## src/rtl/asmd_pkg.sv

```systemverilog
// ---------------------------------------------------------------------------
// asmd_pkg
// Shared definitions for the ASMD multiplier front-end:
//   - ASMD_WORD_LENGTH : default operand width
//   - seq_state_e      : sequencer FSM states
//   - product_width()  : product width for a given operand width
// ---------------------------------------------------------------------------
package asmd_pkg;

    localparam int unsigned ASMD_WORD_LENGTH = 4;

    typedef enum logic [1:0] {
        IDLE      = 2'd0,
        ISSUE     = 2'd1,
        WAIT_DONE = 2'd2,
        OUTPUT    = 2'd3
    } seq_state_e;

    function automatic int unsigned product_width(input int unsigned word_length);
        return 2 * word_length;
    endfunction

endpackage

```

## src/rtl/asmd_operand_fifo.sv

```systemverilog
// ---------------------------------------------------------------------------
// asmd_operand_fifo
// Synchronous FIFO holding operand pairs for the sequencer.
// Ports:
//   clk, reset_n   : clock, asynchronous active-low reset
//   push_i         : write wr_data_i (ignored while full)
//   wr_data_i      : entry to write
//   pop_i          : drop the head entry (ignored while empty)
//   rd_data_o      : head entry (valid while !empty_o)
//   count_o        : number of entries held
//   empty_o        : no entries held
//   not_full_o     : registered "can accept"; low during reset
// ---------------------------------------------------------------------------
module asmd_operand_fifo
    import asmd_pkg::*;
#(
    parameter int unsigned DATA_W = product_width(ASMD_WORD_LENGTH),
    parameter int unsigned DEPTH  = 4
) (
    input  logic                      clk,
    input  logic                      reset_n,
    input  logic                      push_i,
    input  logic [DATA_W-1:0]         wr_data_i,
    input  logic                      pop_i,
    output logic [DATA_W-1:0]         rd_data_o,
    output logic [$clog2(DEPTH):0]    count_o,
    output logic                      empty_o,
    output logic                      not_full_o
);

    localparam int unsigned PTR_W = $clog2(DEPTH);
    localparam int unsigned CNT_W = PTR_W + 1;

    logic [DATA_W-1:0] mem_q [DEPTH];
    logic [PTR_W-1:0]  wr_ptr_q, wr_ptr_d;
    logic [PTR_W-1:0]  rd_ptr_q, rd_ptr_d;
    logic [CNT_W-1:0]  count_q, count_d;
    logic              not_full_q, not_full_d;
    logic              do_push, do_pop;

    assign do_push = push_i && not_full_q;
    assign do_pop  = pop_i && (count_q != '0);

    // NOTE: every signal written in an always_comb gets a default first, so no path leaves it unassigned and no latch is inferred.
    always_comb begin
        wr_ptr_d   = wr_ptr_q;
        rd_ptr_d   = rd_ptr_q;
        count_d    = count_q;
        // Power-of-two depth: pointers wrap by natural overflow.
        if (do_push) wr_ptr_d = wr_ptr_q + PTR_W'(1);
        if (do_pop)  rd_ptr_d = rd_ptr_q + PTR_W'(1);
        case ({do_push, do_pop})
            2'b10:   count_d = count_q + CNT_W'(1);
            2'b01:   count_d = count_q - CNT_W'(1);
            default: count_d = count_q;
        endcase
        // Computed from the next count so the registered flag never lags.
        not_full_d = (count_d != CNT_W'(DEPTH));
    end

    // NOTE: sequential state is assigned with <= so every register samples pre-edge values regardless of statement order.
    always_ff @(posedge clk or negedge reset_n) begin
        if (!reset_n) begin
            wr_ptr_q   <= '0;
            rd_ptr_q   <= '0;
            count_q    <= '0;
            not_full_q <= 1'b0;
        end else begin
            wr_ptr_q   <= wr_ptr_d;
            rd_ptr_q   <= rd_ptr_d;
            count_q    <= count_d;
            not_full_q <= not_full_d;
        end
    end

    // NOTE: storage is not reset; the count and pointers alone decide which entries are meaningful.
    always_ff @(posedge clk) begin
        if (do_push) mem_q[wr_ptr_q] <= wr_data_i;
    end

    assign rd_data_o  = mem_q[rd_ptr_q];
    assign count_o    = count_q;
    assign empty_o    = (count_q == '0);
    assign not_full_o = not_full_q;

endmodule

```

## src/rtl/asmd_mult_sequencer.sv

```systemverilog
// ---------------------------------------------------------------------------
// asmd_mult_sequencer
// Front-end for asmd_multiplier: queues operand pairs, runs one multiply at
// a time, and returns products in acceptance order. A job whose multiplier
// does not answer within TIMEOUT cycles is dropped and flagged.
// Ports:
//   clk, reset_n                     : clock, asynchronous active-low reset
//   in_valid/in_ready/in_word0/1     : operand-pair input stream
//   out_valid/out_ready/out_product  : product output stream
//   mul_start/mul_word0/1            : drive to the multiplier
//   mul_product/mul_ready            : response from the multiplier
//   busy                             : job in progress or queued
//   timeout_err                      : sticky abort flag, cleared by reset
//   fifo_count                       : queued operand pairs
// ---------------------------------------------------------------------------
module asmd_mult_sequencer
    import asmd_pkg::*;
#(
    parameter int unsigned WORD_LENGTH = ASMD_WORD_LENGTH,
    parameter int unsigned FIFO_DEPTH  = 4,
    parameter int unsigned TIMEOUT     = 64
) (
    input  logic                        clk,
    input  logic                        reset_n,
    input  logic                        in_valid,
    output logic                        in_ready,
    input  logic [WORD_LENGTH-1:0]      in_word0,
    input  logic [WORD_LENGTH-1:0]      in_word1,
    output logic                        out_valid,
    input  logic                        out_ready,
    output logic [2*WORD_LENGTH-1:0]    out_product,
    output logic                        mul_start,
    output logic [WORD_LENGTH-1:0]      mul_word0,
    output logic [WORD_LENGTH-1:0]      mul_word1,
    input  logic [2*WORD_LENGTH-1:0]    mul_product,
    input  logic                        mul_ready,
    output logic                        busy,
    output logic                        timeout_err,
    output logic [$clog2(FIFO_DEPTH):0] fifo_count
);

    localparam int unsigned PROD_W   = product_width(WORD_LENGTH);
    localparam int unsigned TMO_W    = $clog2(TIMEOUT + 1);
    localparam logic [TMO_W-1:0] TMO_LAST = TMO_W'(TIMEOUT - 1);

    seq_state_e               state_q;
    logic [TMO_W-1:0]         tmo_q;
    logic                     mul_start_q;
    logic [WORD_LENGTH-1:0]   op0_q, op1_q;
    logic                     out_valid_q;
    logic [PROD_W-1:0]        out_product_q;
    logic                     timeout_err_q;

    logic                     fifo_push, fifo_pop, fifo_empty, fifo_not_full;
    logic [PROD_W-1:0]        fifo_wr_data, fifo_rd_data;

    // Entry layout: word1 in the upper half, word0 in the lower half.
    assign fifo_wr_data = {in_word1, in_word0};
    assign fifo_push    = in_valid && fifo_not_full;
    assign fifo_pop     = (state_q == IDLE) && !fifo_empty;

    asmd_operand_fifo #(
        .DATA_W (PROD_W),
        .DEPTH  (FIFO_DEPTH)
    ) u_fifo (
        .clk        (clk),
        .reset_n    (reset_n),
        .push_i     (fifo_push),
        .wr_data_i  (fifo_wr_data),
        .pop_i      (fifo_pop),
        .rd_data_o  (fifo_rd_data),
        .count_o    (fifo_count),
        .empty_o    (fifo_empty),
        .not_full_o (fifo_not_full)
    );

    always_ff @(posedge clk or negedge reset_n) begin
        if (!reset_n) begin
            state_q       <= IDLE;
            tmo_q         <= '0;
            mul_start_q   <= 1'b0;
            op0_q         <= '0;
            op1_q         <= '0;
            out_valid_q   <= 1'b0;
            out_product_q <= '0;
            timeout_err_q <= 1'b0;
        end else begin
            case (state_q)
                IDLE: begin
                    if (!fifo_empty) begin
                        op0_q       <= fifo_rd_data[WORD_LENGTH-1:0];
                        op1_q       <= fifo_rd_data[PROD_W-1:WORD_LENGTH];
                        mul_start_q <= 1'b1;
                        tmo_q       <= '0;
                        state_q     <= ISSUE;
                    end
                end
                // Start is held until the multiplier acknowledges by
                // dropping ready; a freshly reset multiplier already has
                // ready low, so this may last a single cycle.
                ISSUE: begin
                    if (!mul_ready) begin
                        mul_start_q <= 1'b0;
                        tmo_q       <= tmo_q + TMO_W'(1);
                        state_q     <= WAIT_DONE;
                    end else if (tmo_q == TMO_LAST) begin
                        mul_start_q   <= 1'b0;
                        timeout_err_q <= 1'b1;
                        state_q       <= IDLE;
                    end else begin
                        tmo_q <= tmo_q + TMO_W'(1);
                    end
                end
                WAIT_DONE: begin
                    if (mul_ready) begin
                        out_product_q <= mul_product;
                        out_valid_q   <= 1'b1;
                        state_q       <= OUTPUT;
                    end else if (tmo_q == TMO_LAST) begin
                        // Hung multiplier: the job is dropped without output.
                        timeout_err_q <= 1'b1;
                        state_q       <= IDLE;
                    end else begin
                        tmo_q <= tmo_q + TMO_W'(1);
                    end
                end
                OUTPUT: begin
                    if (out_ready) begin
                        out_valid_q <= 1'b0;
                        state_q     <= IDLE;
                    end
                end
                default: state_q <= IDLE;
            endcase
        end
    end

    assign in_ready    = fifo_not_full;
    assign mul_start   = mul_start_q;
    assign mul_word0   = op0_q;
    assign mul_word1   = op1_q;
    assign out_valid   = out_valid_q;
    assign out_product = out_product_q;
    assign timeout_err = timeout_err_q;
    assign busy        = (state_q != IDLE) || !fifo_empty;

endmodule

```

## config.mk

```make
export PLATFORM = sky130hd
export DESIGN_NAME = asmd_mult_sequencer
export DESIGN_NICKNAME = d
export VERILOG_FILES = /design/src/rtl/asmd_pkg.sv /design/src/rtl/asmd_operand_fifo.sv /design/src/rtl/asmd_mult_sequencer.sv
export SDC_FILE = /design/constraint.sdc
export NUM_CORES = 1
export LEC_CHECK = 0
export BUFFER_PORTS_ARGS = -buffer_cell sky130_fd_sc_hd__buf_2
export CAP_MARGIN = 20
export CORE_MARGIN = 1
export CORE_UTILIZATION = 30
export DETAILED_ROUTE_END_ITERATION = 10
export SLEW_MARGIN = 0
export SYNTH_ARGS = -nofsm -noshare
export SYNTH_HDL_FRONTEND = slang
export SYNTH_SLANG_ARGS = --single-unit
```

## constraint.sdc

```tcl
create_clock -name clk -period 2.3 [get_ports clk]
set_input_delay 0.23 -clock clk [delete_from_list [all_inputs] [get_ports clk]]
set_output_delay 0.23 -clock clk [all_outputs]
set_load 0.02 [all_outputs]
```

After elaboration in Yosys (flattened, before gate mapping) --
Memories as Yosys holds them, arrays and structs flattened. A register that Yosys moved wholly into a read port is not among the register bits. Index checks and enable logic that the tools add are counted.
Cells by class: add/subtract/negate cells 5, equality and inequality tests 13, mux-type cells 25, bitwise gates (word level) 1, reductions and logical operators 22
Operator list (count):
- 2-to-1 mux 7 bit | 4
- case mux 7 bit (3 select lines) | 1
- AND reduction 3 bit | 4
- 2-to-1 mux 1 bit | 10
- 2-to-1 mux 2 bit | 5
- inequality test 2 bit (second input constant) | 5
- case mux 2 bit (4 select lines) | 1
- nonzero test 2 bit | 4
- adder 7 x 1 -> 7 bit (second input constant) | 1
- equality test 7 x 6 -> 1 bit (second input constant) | 1
- equality test 2 bit (second input constant) | 3
- inequality test 3 bit (second input constant) | 2
- case mux 1 bit (2 select lines) | 3
- case mux 3 bit (2 select lines) | 1
- AND reduction 2 bit | 3
- nonzero test 3 bit | 2
- adder 2 x 1 -> 2 bit (second input constant) | 2
- equality test 2 x 1 -> 1 bit (second input constant) | 2
- logical AND 1 bit | 4
- adder 3 x 1 -> 3 bit (second input constant) | 1
- logical NOT 3 bit | 1
- subtractor 3 x 1 -> 3 bit (second input constant) | 1
- logical NOT 1 bit | 2
- logical NOT 2 bit | 1
- 2 further kinds | 2
Storage, ports and cells: register bits 28, RAM bits 32, input bits 21, output and inout port bits 24, logic and storage cells 77, memories 1
Memory list:
- u_fifo.mem_q | depth 4, bits a word 8, read ports 1, clocked after memory_dff 1, write ports 1, line asmd_operand_fifo.sv:34 | logic [DATA_W-1:0] mem_q [DEPTH];

Longest topological paths before layout --
word-level depth 7, gate-level depth with buffers 12, gate-level depth less buffers 11

Hierarchy --
A second synthesis with hierarchy kept.
Second synthesis, totals: cell total of the unflattened synthesis 206, area total of the unflattened synthesis 2994.1 um2
By module, submodules not included:
- asmd_operand_fifo | instances 1, cells each 80, area each 1586.5 um2, seq. area each 1161.1 um2
- asmd_mult_sequencer | instances 1, cells each 126, area each 1407.6 um2, seq. area each 700.7 um2

Least setup slack after synthesis --
OpenSTA, ideal clock, no wires.
path type register to register, start point reg u_fifo.count_q[1] (netlist: u_fifo.count_o[1]), end point reg u_fifo.not_full_q (netlist: u_fifo.not_full_o), library setup time 65 ps, arrival 2273 ps, data required time 2235 ps, slack -39 ps, cell stages (with the launch flop) 10, buffers on the path 1, period minus slack after synthesis 2339 ps, cell sequence dfrtp_1 > o31ai_2 > inv_2 > buf_6 > ha_1 > inv_1 > fa_1 > o21ai_0 > nor2_1 > nand2_1
On the way: word-level cells in the longest chain between the ends 7, elaborated cells on any way between the ends 11, those cells by class add/sub: 2; eq/ne: 3; mux: 1; reduce/logical: 5
RTL lines:
- from (decl) | line asmd_operand_fifo.sv:37 | logic [CNT_W-1:0] count_q, count_d;
- from (signal assigned) | line asmd_operand_fifo.sv:71 | count_q <= count_d;
- logical NOT 3 bit * | line asmd_operand_fifo.sv:83 | assign empty_o = (count_q == '0);
- logical NOT 1 bit * | line asmd_mult_sequencer.sv:60 | assign fifo_pop = (state_q == IDLE) && !fifo_empty;
- logical AND 1 bit * | line asmd_mult_sequencer.sv:60
- via fifo_pop | line asmd_mult_sequencer.sv:54 | logic fifo_push, fifo_pop, fifo_empty, fifo_not_full;
- logical AND 1 bit * | line asmd_operand_fifo.sv:42 | assign do_pop = pop_i && (count_q != '0);
- equality test 2 x 1 -> 1 bit / equality test 2 bit (equally long branches) | line asmd_operand_fifo.sv:52 | case ({do_push, do_pop})
- case mux 3 bit (2 select lines) * | line asmd_operand_fifo.sv:52
- via u_fifo.count_d[1] | line asmd_operand_fifo.sv:37
- inequality test 3 bit * | line asmd_operand_fifo.sv:58 | not_full_d = (count_d != CNT_W'(DEPTH));
- via u_fifo.not_full_d | line asmd_operand_fifo.sv:38 | logic not_full_q, not_full_d;
- to (signal assigned) | line asmd_operand_fifo.sv:72 | not_full_q <= not_full_d;
- to (decl) | line asmd_operand_fifo.sv:38
Mark *: on every way through the listed nets, which the timed path passes. The rest lies on a longest branch. A chain may end at the register's enable or synchronous reset.

Worst setup path in the final report --
start point reg state_q[0], end point reg u_fifo.not_full_q (netlist: u_fifo.not_full_o)
On the way: word-level cells in the longest chain between the ends 6, elaborated cells on any way between the ends 7, those cells by class eq/ne: 3; mux: 1; reduce/logical: 3
RTL lines:
- from (decl) | line asmd_mult_sequencer.sv:46 | seq_state_e state_q;
- from (signal assigned) | line asmd_mult_sequencer.sv:79 | state_q <= IDLE;
- from (signal assigned) | line asmd_mult_sequencer.sv:95 | state_q <= ISSUE;
- from (signal assigned) | line asmd_mult_sequencer.sv:105 | state_q <= WAIT_DONE;
- logical NOT 2 bit * | line asmd_mult_sequencer.sv:60
- logical AND 1 bit * | line asmd_mult_sequencer.sv:60
- logical AND 1 bit * | line asmd_operand_fifo.sv:42
- equality test 2 x 1 -> 1 bit / equality test 2 bit (equally long branches) | line asmd_operand_fifo.sv:52
- case mux 3 bit (2 select lines) * | line asmd_operand_fifo.sv:52
- via u_fifo.count_d[2] | line asmd_operand_fifo.sv:37
- inequality test 3 bit * | line asmd_operand_fifo.sv:58
- via u_fifo.not_full_d | line asmd_operand_fifo.sv:38
Marked as above.

==> key figures <==
Setup path
  • CP Max Fanout: 4
  • Critical path class: reg -> reg
  • Crit-path slowest cell: dfrtp_1
  • CP Cell Sequence: inv_2, ha_2, o31ai_4, inv_2, ha_1, inv_1, fa_1, xor2_1, nor2_1, xor2_1, nand2_1
  • Startpoint types: register
  • Worst Path Required: 2520 ps
  • Crit. End Element: register
  • Worst Path Arrival: 2320 ps
  • Slowest cell delay on critical path: 430 ps

Floorplan
  • CORE AREA: around 10000 µm²
  • Die Y: 103 µm
  • Row cnt: 36
  • Io pins: 45
  • Total die area: approximately 11,000 µm²
  • Die W: 103 µm
  • Starting density of the core: 31.2%

Timing
  • Min setup slack post-route: 201 ps
  • Final min period: 2100 ps
  • Slew headroom: 42.7%
  • Setup TNS: 0 ps
  • Max-slew violations: 0
  • Worst Tran Pin Value: 860 ps
  • Final setup fails: 0
  • Period utilization: 91.2%
  • RSZ-0062 raised after global routing: false
  • Final Hold Fails: 0
  • FMAX: roughly 480 MHz
  • Worst Skew: 10.8 ps

Power
  • Peak supply drop: approximately 0.54 mV
  • P per Cell Area: 1410 nW/µm²
  • Sequential power share: between 30 and 40%
  • Int Power: 3.15 mW
  • Clk pwr share: 19.4%
  • Static Leak: 1.63 nW
  • Comb pwr share: 42.6%
  • Switching portion of total power: between 30 and 40%
  • Psw: 2.03 mW

Place
  • Gp weighted congestion: 0.796
  • Buffers added on ports: 44
  • Dpl cells: 402
  • Post-detailed-placement half-perimeter wirelength: 4050 µm
  • Dpl ws: 102 ps

CTS
  • CTS tree: done
  • CTS Root Cell: clkbuf_8
  • Clk buf depth: 2
  • CTS Buf Count: 9
  • Clock-pin slew on the worst setup and hold paths: 80 ps
  • CTS Sinks: 68
  • Clock latency on the worst-skew pair: 340 ps
  • Post-CTS Hold Buffers: 0
  • H-tree depth: 3

Global routing
  • Total congestion overflow: 0
  • Vias in the first global route: 2,004
  • Gr usage total: around 12%
  • Met3 usage: 3.16%
  • Met1 GRT Util: between 10% and 20%
  • Initial antenna violation count: 0
  • First-pass GRT wire length: 9820 µm
  • GR peak layer: met2
  • Largest net degree at the start of global routing: 37
  • GRT met2 Usage: 19.4%

Yosys
  • Yosys reg bits: 68
  • Number of enable flip-flop cells after synthesis: 32
  • Area of the mapped netlist: 3080 µm²
  • Mapped Cells: 228
  • Syn nets: 262
  • Cell variety after synth: 45
  • Syn_area_per_cell: 13.5 µm²
  • Post-synth ARST share: between 50% and 60%
  • Ys flop type: dfrtp_1
  • Sequential element share of the synthesized area: 60.4%
  • Syn. warnings: 0

Job
  • Max Cap Viol: 0

Finish
  • Final Net Count: 316
  • Leading cell type in the layout, fill and taps excluded: buf_2
  • # diodes: 0
  • Fin util: 37.3%
  • Final non-filler cell total: 420
  • Area delta synth->final: 19.6%
  • Most frequent cells in the layout: 44 x buf_2, 36 x dfrtp_1, 32 x nand2_1, 32 x edfxtp_1, 11 x ha_1
  • Layout cell share with drive strength beyond 1: 32.1%

Detailed routing
  • DRT iter0 DRCs: 99
  • WL per Instance: 13.9 µm
  • Post-route ant nets: 0
  • Via density: 4.69
  • DRC viols: 0
  • WL final: 5850 µm
  • DR vias: 1,971
  • DR pass1 iterations: 4

Worst hold path
  • HP Class: in -> async

Run status
  • Status: finished clean
per-stage QoR:
step                      cell area (µm²)  total power, mW  hold WS [ps]
after CTS                            3670             5.22          28.4
after global placement               3460             4.16           404
after global routing                 3680             5.61          63.3
after detailed placement             3460             4.20           411
final                                3680             5.19          7.86
after floorplan                      3090             3.57         -65.6
routing by layer:
metal  up-vias  routed length (µm)
met5         -                   0
met4         0                  41
met3         2                 140
met2        27                2950
met1       998                2720
li1        944                   -
worst max-delay path, delay by kind of cell, from the launching register on:
kind,cells,cell delay [ps]
compound gates,1,80
xor+xnor,2,340
fa+ha+maj,3,750
buf+inv,3,230
flops,1,430
simple gates,2,180
area by class of cell:
type                            instances  area [µm²]
Clock buffer                            9         124
Inverter                               12        45.0
Timing Repair Buffer                   50         265
Tap cell                              133         166
Sequential cell                        68        1860
Fill cell                             951        6180
Clock inverter                          7        81.3
Multi-Input combinational cell        141        1140
state kept, by name (all words and copies together) (netlist names):
name	count
mul_start	1
mul_word0	4
mul_word1	4
out_product	8
out_valid	1
state_q	2
timeout_err	1
tmo_q	7
u_fifo.count_o	3
u_fifo.mem_q	32
u_fifo.not_full_o	1
u_fifo.rd_ptr_q	2
u_fifo.wr_ptr_q	2
worst paths after layout:
path | startpoint | endpoint | slack, ps | cells after the start
worst max-delay path | state_q[0] | u_fifo.not_full_o | 200 | 11
worst min-delay path | reset_n | out_product[3] | 8 | 1
worst max register to register | state_q[0] | u_fifo.not_full_o | 200 | 11
worst min register to register | timeout_err | timeout_err | 460 | 1
max in group asynchronous | reset_n | tmo_q[1] | 1750 | 1
min in group clk | in_word1[3] | u_fifo.mem_q[2][7] | 110 | 1
power by group through the flow:
stage	registers [mW]	clock network, mW	logic (mW)
final	1.97	1.01	2.21
after global routing	2.03	1.08	2.50
after CTS	1.98	1.04	2.20
after detailed placement	2.00	0	2.20
after global placement	1.98	0	2.18
after floorplan	2.13	0	1.44
kinds of logic (layout without fill, tap and decap cells):
group                    count (synthesis)  after routing  share of synthesized area, %
XOR/XNOR                                 6              6                          1.71
flip-flops                              68             68                          60.4
AND/OR/NAND/NOR                         65             65                          11.0
AO/OA/AOI/OAI                           39             39                          8.90
multiplexers                            18             18                          9.46
adder cells (fa/ha/maj)                 13             13                          5.52
buffers and inverters                   19             78                          2.92
cells in the mapped netlist (2+ instances only):
library cell / count / share of area (%)
nand2_1: 32 / 3.9
o21ai_0: 7 / 1.1
a21oi_1: 7 / 1.1
clkbuf_1: 2 / 0.24
nor2_1: 7 / 0.85
mux4_2: 8 / 5.8
inv_1: 10 / 1.2
a32o_1: 2 / 0.65
and3_1: 9 / 1.8
inv_2: 2 / 0.24
edfxtp_1: 32 / 31
mux2_2: 9 / 3.3
o31ai_1: 4 / 0.97
nand3_1: 2 / 0.32
xnor2_1: 4 / 1.1
nand2b_1: 5 / 1.0
dfrtp_1: 36 / 29
o21ai_1: 3 / 0.49
ha_1: 12 / 4.9
a22o_1: 4 / 1.1
o22a_1: 2 / 0.57
nand4b_1: 2 / 0.57
buf_2: 3 / 0.49
xor2_1: 2 / 0.57
buf_6: 2 / 0.73
what timing repair did:
item / CTS / global route
setup endpoints to repair: 0 / 1
setup buffers: 0 / 2
resized for setup: 0 / 3
Power figures use the tool's default switching activity.
